### src/rtl/ref_fetch_ctrl.sv
// Reference-window fetch sequencer: pulls reference beats over req/gnt/rvalid into a
// 4-bank rotating SRAM, exposes a 3-bank window and tracks line/frame progress.
module ref_fetch_ctrl #(
  parameter int unsigned ROWS            = 23,
  parameter int unsigned BLOCKS_PER_LINE = 482,
  parameter int unsigned LINES           = 270,
  parameter int unsigned ADDR_STEP       = 8,
  parameter int unsigned LINE_STRIDE     = 3856,
  parameter int unsigned MAX_OUT         = 4
) (
  input  logic        clk,
  input  logic        rst_n,
  input  logic        start,
  input  logic [31:0] frame_base,
  output logic        mem_req,
  output logic [31:0] mem_addr,
  input  logic        mem_gnt,
  input  logic        mem_rvalid,
  input  logic [63:0] mem_rdata,
  output logic        sram_me,
  output logic [4:0]  sram_adr,
  output logic [3:0]  sram_we,
  output logic [63:0] sram_d,
  output logic        win_valid,
  output logic [1:0]  win_bank,
  input  logic        win_consume,
  output logic        line_done,
  output logic        frame_done,
  output logic        busy
);

  localparam int unsigned BeatsPerLine = BLOCKS_PER_LINE * ROWS;
  localparam logic [4:0]  RowLast      = 5'(ROWS - 1);
  localparam logic [3:0]  MaxOut       = 4'(MAX_OUT);

  typedef enum logic [2:0] {StIdle, StRun, StDrain, StLineEnd, StDone} state_e;

  state_e      state_q, state_d;
  logic [31:0] addr_q, addr_d;
  logic [31:0] base_q, base_d;
  logic [3:0]  out_q, out_d;
  logic [31:0] req_cnt_q, req_cnt_d;
  logic [4:0]  req_row_q, req_row_d;
  logic [2:0]  res_q, res_d;
  logic [4:0]  wr_row_q, wr_row_d;
  logic [1:0]  wr_bank_q, wr_bank_d;
  logic [2:0]  occ_q, occ_d;
  logic [1:0]  win_bank_q, win_bank_d;
  logic [31:0] blk_q, blk_d;
  logic [31:0] line_q, line_d;

  logic win_act, gnt, wr_en, wr_wrap, pop, reserve;

  assign win_act   = (state_q == StRun) || (state_q == StDrain);
  assign win_valid = win_act && (occ_q >= 3'd3);
  assign pop       = win_consume && win_valid;
  // Beats arriving with nothing outstanding are stray and must not touch the banks.
  assign wr_en     = mem_rvalid && (out_q != 4'd0);
  assign wr_wrap   = wr_en && (wr_row_q == RowLast);

  // A bank already started must be finished even when all four are reserved.
  assign mem_req = (state_q == StRun) && (out_q < MaxOut) &&
                   ((req_row_q != 5'd0) || (res_q < 3'd4)) && (req_cnt_q < BeatsPerLine);
  assign gnt     = mem_req && mem_gnt;
  assign reserve = gnt && (req_row_q == 5'd0);

  assign mem_addr = addr_q;
  assign busy     = (state_q != StIdle);
  assign sram_me  = busy;
  assign sram_adr = wr_row_q;
  assign sram_we  = wr_en ? (4'b0001 << wr_bank_q) : 4'b0000;
  assign sram_d   = wr_en ? mem_rdata : 64'd0;
  assign win_bank = win_bank_q;

  always_comb begin
    state_d    = state_q;
    addr_d     = addr_q;
    base_d     = base_q;
    out_d      = out_q;
    req_cnt_d  = req_cnt_q;
    req_row_d  = req_row_q;
    res_d      = res_q;
    wr_row_d   = wr_row_q;
    wr_bank_d  = wr_bank_q;
    occ_d      = occ_q;
    win_bank_d = win_bank_q;
    blk_d      = blk_q;
    line_d     = line_q;
    line_done  = 1'b0;
    frame_done = 1'b0;

    unique case (state_q)
      StIdle: begin
        if (start) begin
          base_d     = frame_base;
          addr_d     = frame_base;
          out_d      = 4'd0;
          req_cnt_d  = 32'd0;
          req_row_d  = 5'd0;
          res_d      = 3'd0;
          wr_row_d   = 5'd0;
          wr_bank_d  = 2'd0;
          occ_d      = 3'd0;
          win_bank_d = 2'd0;
          blk_d      = 32'd0;
          line_d     = 32'd0;
          state_d    = StRun;
        end
      end

      StRun, StDrain: begin
        if (gnt) begin
          addr_d    = addr_q + ADDR_STEP;
          req_cnt_d = req_cnt_q + 32'd1;
          req_row_d = (req_row_q == RowLast) ? 5'd0 : req_row_q + 5'd1;
        end
        case ({gnt, wr_en})
          2'b10:   out_d = out_q + 4'd1;
          2'b01:   out_d = out_q - 4'd1;
          default: out_d = out_q;
        endcase
        case ({reserve, pop})
          2'b10:   res_d = res_q + 3'd1;
          2'b01:   res_d = res_q - 3'd1;
          default: res_d = res_q;
        endcase
        if (wr_en) begin
          if (wr_wrap) begin
            wr_row_d  = 5'd0;
            wr_bank_d = wr_bank_q + 2'd1;
            blk_d     = blk_q + 32'd1;
          end else begin
            wr_row_d = wr_row_q + 5'd1;
          end
        end
        case ({wr_wrap, pop})
          2'b10:   occ_d = occ_q + 3'd1;
          2'b01:   occ_d = occ_q - 3'd1;
          default: occ_d = occ_q;
        endcase
        if (pop) begin
          win_bank_d = win_bank_q + 2'd1;
        end
        if ((state_q == StRun) && (blk_q == BLOCKS_PER_LINE)) begin
          state_d = StDrain;
        end else if ((state_q == StDrain) && (occ_q < 3'd3)) begin
          state_d = StLineEnd;
        end
      end

      StLineEnd: begin
        // The two trailing banks never form a full window and are dropped here.
        line_done  = 1'b1;
        base_d     = base_q + LINE_STRIDE;
        addr_d     = base_q + LINE_STRIDE;
        out_d      = 4'd0;
        req_cnt_d  = 32'd0;
        req_row_d  = 5'd0;
        res_d      = 3'd0;
        wr_row_d   = 5'd0;
        wr_bank_d  = 2'd0;
        occ_d      = 3'd0;
        win_bank_d = 2'd0;
        blk_d      = 32'd0;
        line_d     = line_q + 32'd1;
        state_d    = ((line_q + 32'd1) == LINES) ? StDone : StRun;
      end

      StDone: begin
        frame_done = 1'b1;
        state_d    = StIdle;
      end

      default: state_d = StIdle;
    endcase
  end

  always_ff @(posedge clk or negedge rst_n) begin
    if (!rst_n) begin
      state_q    <= StIdle;
      addr_q     <= 32'd0;
      base_q     <= 32'd0;
      out_q      <= 4'd0;
      req_cnt_q  <= 32'd0;
      req_row_q  <= 5'd0;
      res_q      <= 3'd0;
      wr_row_q   <= 5'd0;
      wr_bank_q  <= 2'd0;
      occ_q      <= 3'd0;
      win_bank_q <= 2'd0;
      blk_q      <= 32'd0;
      line_q     <= 32'd0;
    end else begin
      state_q    <= state_d;
      addr_q     <= addr_d;
      base_q     <= base_d;
      out_q      <= out_d;
      req_cnt_q  <= req_cnt_d;
      req_row_q  <= req_row_d;
      res_q      <= res_d;
      wr_row_q   <= wr_row_d;
      wr_bank_q  <= wr_bank_d;
      occ_q      <= occ_d;
      win_bank_q <= win_bank_d;
      blk_q      <= blk_d;
      line_q     <= line_d;
    end
  end

endmodule
### config.mk
export PLATFORM = sky130hd
export DESIGN_NAME = ref_fetch_ctrl
export DESIGN_NICKNAME = d
export VERILOG_FILES = /design/src/rtl/ref_fetch_ctrl.sv
export SDC_FILE = /design/constraint.sdc
export NUM_CORES = 1
export LEC_CHECK = 0
export CORE_MARGIN = 4
export CORE_UTILIZATION = 40
export DETAILED_ROUTE_END_ITERATION = 7
export GPL_TIMING_DRIVEN = 0
export PLACE_DENSITY = 0.67
export SLEW_MARGIN = 10
export SYNTH_ARGS = -nofsm -noshare
export SYNTH_HDL_FRONTEND = slang
export SYNTH_SLANG_ARGS = --single-unit
export TNS_END_PERCENT = 50
### constraint.sdc
create_clock -name clk -period 3.21 [get_ports clk]
set_clock_uncertainty 0.15 [all_clocks]
set_input_delay 0.642 -clock clk [delete_from_list [all_inputs] [get_ports clk]]
set_output_delay 0.642 -clock clk [all_outputs]
set_load 0.01 [all_outputs]
==> flow_summary_export.csv <==
group,metric,value,unit
power,power,7.83,mW
worst_setup_path,crit_chain,"o41a_4, clkbuf_4, and2_1, clkdlybuf4s50_1",
drt,num_vias,11260,
floorplan,die_w,176,um
worst_setup_path,endpoint_kind,"primary output",
grt,maximum_number_of_pins_on_one_net_before_global_route_repair,81,
worst_setup_path,critical_path_peak_fanout,10,
logic_synthesis,synthDominantCellAreaShare,41.4,%
drt,remaining_drc_errors,0,
logic_synthesis,synth.yosys.seq_area_share,41.4,%
clocking,cts_max_level,4,
floorplan,placement_rows,61,
worst_setup_path,critical_path_max_stage_delay,0.57,ns
logic_synthesis,number_of_standard_cells_after_synthesis,1345,
logic_synthesis,synth.distinct_cells,75,
worst_setup_path,kind_of_critical_path,"register to primary output",
clocking,worstSkewPairLatency,0.45,ns
power,power_leakage,6.22,nW
final_layout,share_of_post_route_cells_with_drive_strength_above_1,7.41,%
clocking,cts_root_buffer,"sky130_fd_sc_hd__clkbuf_16",
clocking,clock_tree.buffer_depth,2,
power,p_per_area,525,nW/um^2
placement,detailedPlace.worstSlack,-0.841,ns
clocking,tritoncts_num_sinks,187,
outcome,run_status,"completed",
drt,drt_iter0_drcs,1000,
floorplan,start_util,40.6,%
drt,first_pass_iters,5,
final_layout,final_common_cell,"sky130_fd_sc_hd__clkdlybuf4s50_1",
grt,first_global_vias,10555,
sta,fin_crit,3.15,ns
logic_synthesis,post-synth-top-area-cell,"sky130_fd_sc_hd__dfrtp_1",
logic_synthesis,postSynthRegisterBits,187,
sta,worst_slew_pin_slew,0.908,ns
logic_synthesis,share_of_the_synthesized_area_in_compound_gates_ao_oa_aoi_oai,17.8,%
drt,drtAntennaViolNets,0,
grt,grtUsageTotal,23.4,%
logic_synthesis,largest_family_of_logic_cells_by_synthesized_area,"simple AND/OR/NAND/NOR gates",
worst_setup_path,cp_data_arrival_time,2.36,ns
floorplan,core_area,27900,um^2
sta,slew_headroom,39.4,%
sta,final-max-slew-violation-count,0,
final_layout,n_antenna_cell,0,
worst_setup_path,setup.worst_path.start_class,"register",
drt,drt-total-wl,37300,um
logic_synthesis,synth-warning-count,0,
logic_synthesis,post_synth.cell_area_avg,8.40,um^2
placement,numPlacedInstances,1939,
final_layout,area_growth,31.8,%
worst_setup_path,critical_path_required,2.42,ns
placement,port_buffer_count,214,
floorplan,die_h,176,um
worst_setup_path,critical_path.slowest_cell,"sky130_fd_sc_hd__o41a_4",
drt,routedWlPerCell,18.8,um
clocking,clock_buffer_count_from_cts,17,
floorplan,ioPinCount,215,
logic_synthesis,number_of_flops_mapped_to_enable_cells_by_yosys,0,
power,vdd_ir_drop_max,0.307,mV
logic_synthesis,synthesis.nets,1468,
placement,dp_hpwl,27000,um
placement,gp_routability_congestion,0.918,
min_path,min-delay-path-class,"register to register",
grt,antenna_found_initial,0,
grt,grt-ovfl-total,0,
logic_synthesis,synthesis.area,11300,um^2
sta,layout_setup_ws,0.0606,ns
sta,final.period_utilization,98.1,%
logic_synthesis,ys_async_sr_fraction,100,%
clocking,clkTransAtPathRegs,0.08,ns
sta,finalHoldViolations,0,
final_layout,finish.net_count,1717,
logic_synthesis,synth.top_cells.by_area,"sky130_fd_sc_hd__dfrtp_1 (41%), sky130_fd_sc_hd__o21ai_0 (5.6%), sky130_fd_sc_hd__nand2_1 (4.9%)",
floorplan,die_area,31000,um^2
final_layout,layout.cells.most_common_list,"sky130_fd_sc_hd__clkdlybuf4s50_1 (209), sky130_fd_sc_hd__dfrtp_1 (184), sky130_fd_sc_hd__nand2_1 (148)",
final_layout,fin_cells,1985,
sta,finalSetupViolations,0,
clocking,tritoncts,"done",
logic_synthesis,yosys-mux-area-fraction,0.720,%
logic_synthesis,fraction_of_synthesized_cell_area_in_xor_and_xnor_cells,5.89,%
logic_synthesis,prevailing_post_synth_register_cell,"sky130_fd_sc_hd__dfrtp_1",
grt,grt_first_pass_wirelength,58200,um
final_layout,fillers,2540,
drt,routed_via_density,5.67,
logic_synthesis,area_fraction_in_and_or_nand_and_nor_cells_after_synthesis,27.8,%
flow_run,max_cap_violations,0,
sta,grt_setup_unrepaired,"true",
sta,maxClockFrequency,318,MHz
logic_synthesis,synthesized_area_fraction_occupied_by_adder_cells,2.52,%
## flip-flops by register name, summed over array words and instances (netlist names)
signal,cells
base_q,32
blk_q,32
line_q,32
mem_addr,32
req_cnt_q,32
req_row_q,5
sram_adr,5
out_q,4
occ_q,3
res_q,3
state_q,3
win_bank,2
wr_bank_q,2
## final timing paths
kind,start,to,slack [ns],depth (start not counted)
setup / recovery,out_q[1],sram_d[43],0.06,4
hold / removal,base_q[0],base_q[0],0.32,2
setup reg to reg,base_q[4],mem_addr[28],0.14,10
hold reg to reg,base_q[0],base_q[0],0.32,2
max in group asynchronous,rst_n,out_q[0],1.59,3
min in group asynchronous,rst_n,line_q[10],0.55,2
## per-stage QoR
stage                     area, um^2  TNS [ns]  hold slack, ns  util (%)
after CTS                      14700         0           0.323      52.9
after global placement         13900  -1326.94           0.302      50.0
final                          14900         0           0.321      53.5
after global routing           14900   -0.0338           0.360      53.5
after floorplan                11300         0           0.196         -
after detailed placement       14000    -49.56           0.306      50.2
## synthesized netlist by cell type (all sizes together) (4+ instances only)
cell type / number
nand4: 40
nand3: 58
nor4: 24
a22o: 8
or3: 20
a311oi: 4
dfrtp: 187
nand2: 148
a31oi: 19
ha: 18
buf: 16
inv: 29
a221oi: 13
clkbuf: 65
a21oi: 96
and4: 13
and2: 80
nor2b: 5
nand2b: 6
o21ai: 128
nor3: 15
or4: 4
xnor2: 33
or2: 4
o22ai: 15
o41ai: 4
nor2: 144
xor2: 43
and3: 38
o31ai: 13
mux2i: 7
a21o: 4
## repair_timing
item / 4_1_cts / 5_1_grt
hold buffers: 1 / 0
pin swaps: 0 / 10
endpoints found under the hold margin: 40 / 0
resized for setup: 36 / 27
gates cloned: 0 / 0
buffers inserted: 4 / 10
endpoints found under the setup margin: 109 / 94
## per-layer routing
metal	share of wire (%)	track usage, %
met1	42	31.8
met2	46	37.8
met3	9.5	5.14
met4	2.2	6.95
met5	0	0
## worst max-delay path, delay by kind of cell, from the launching register on
| family | cells | cell delay (ns) |
|---|---|---|
| AND/OR/NAND/NOR | 1 | 0.19 |
| flip-flops | 1 | 0.47 |
| AO/OA/AOI/OAI | 1 | 0.57 |
| buffers and inverters | 2 | 0.68 |
## report_power, final
part / switching, mW / internal [mW]
Sequential: 0.451 / 2.68
Clock: 1.03 / 1.19
Combinational: 1.19 / 1.28
Total: 2.67 / 5.15
## cell type report
cell class | instances | area, um^2 | area share [%]
buffer | 80 | 405 | 2.72
clock buffer | 19 | 443 | 2.97
clock inverter | 13 | 155 | 1.04
inverter | 30 | 113 | 0.756
multi-input combinational | 1047 | 6310 | 42.4
sequential | 187 | 4680 | 31.4
tap | 378 | 473 | 3.17
timing repair buffer | 231 | 2320 | 15.5
## cells by family (layout without fill, tap and decap cells)
kind of cell    count (synthesis)  in the layout
xor+xnor                       76             76
flops                         187            187
simple gates                  609            609
compound gates                333            333
fa+ha+maj                      21             21
buf+inv                       111            373
mux                             8              8
No activity file was read; power rests on OpenSTA's default activity.
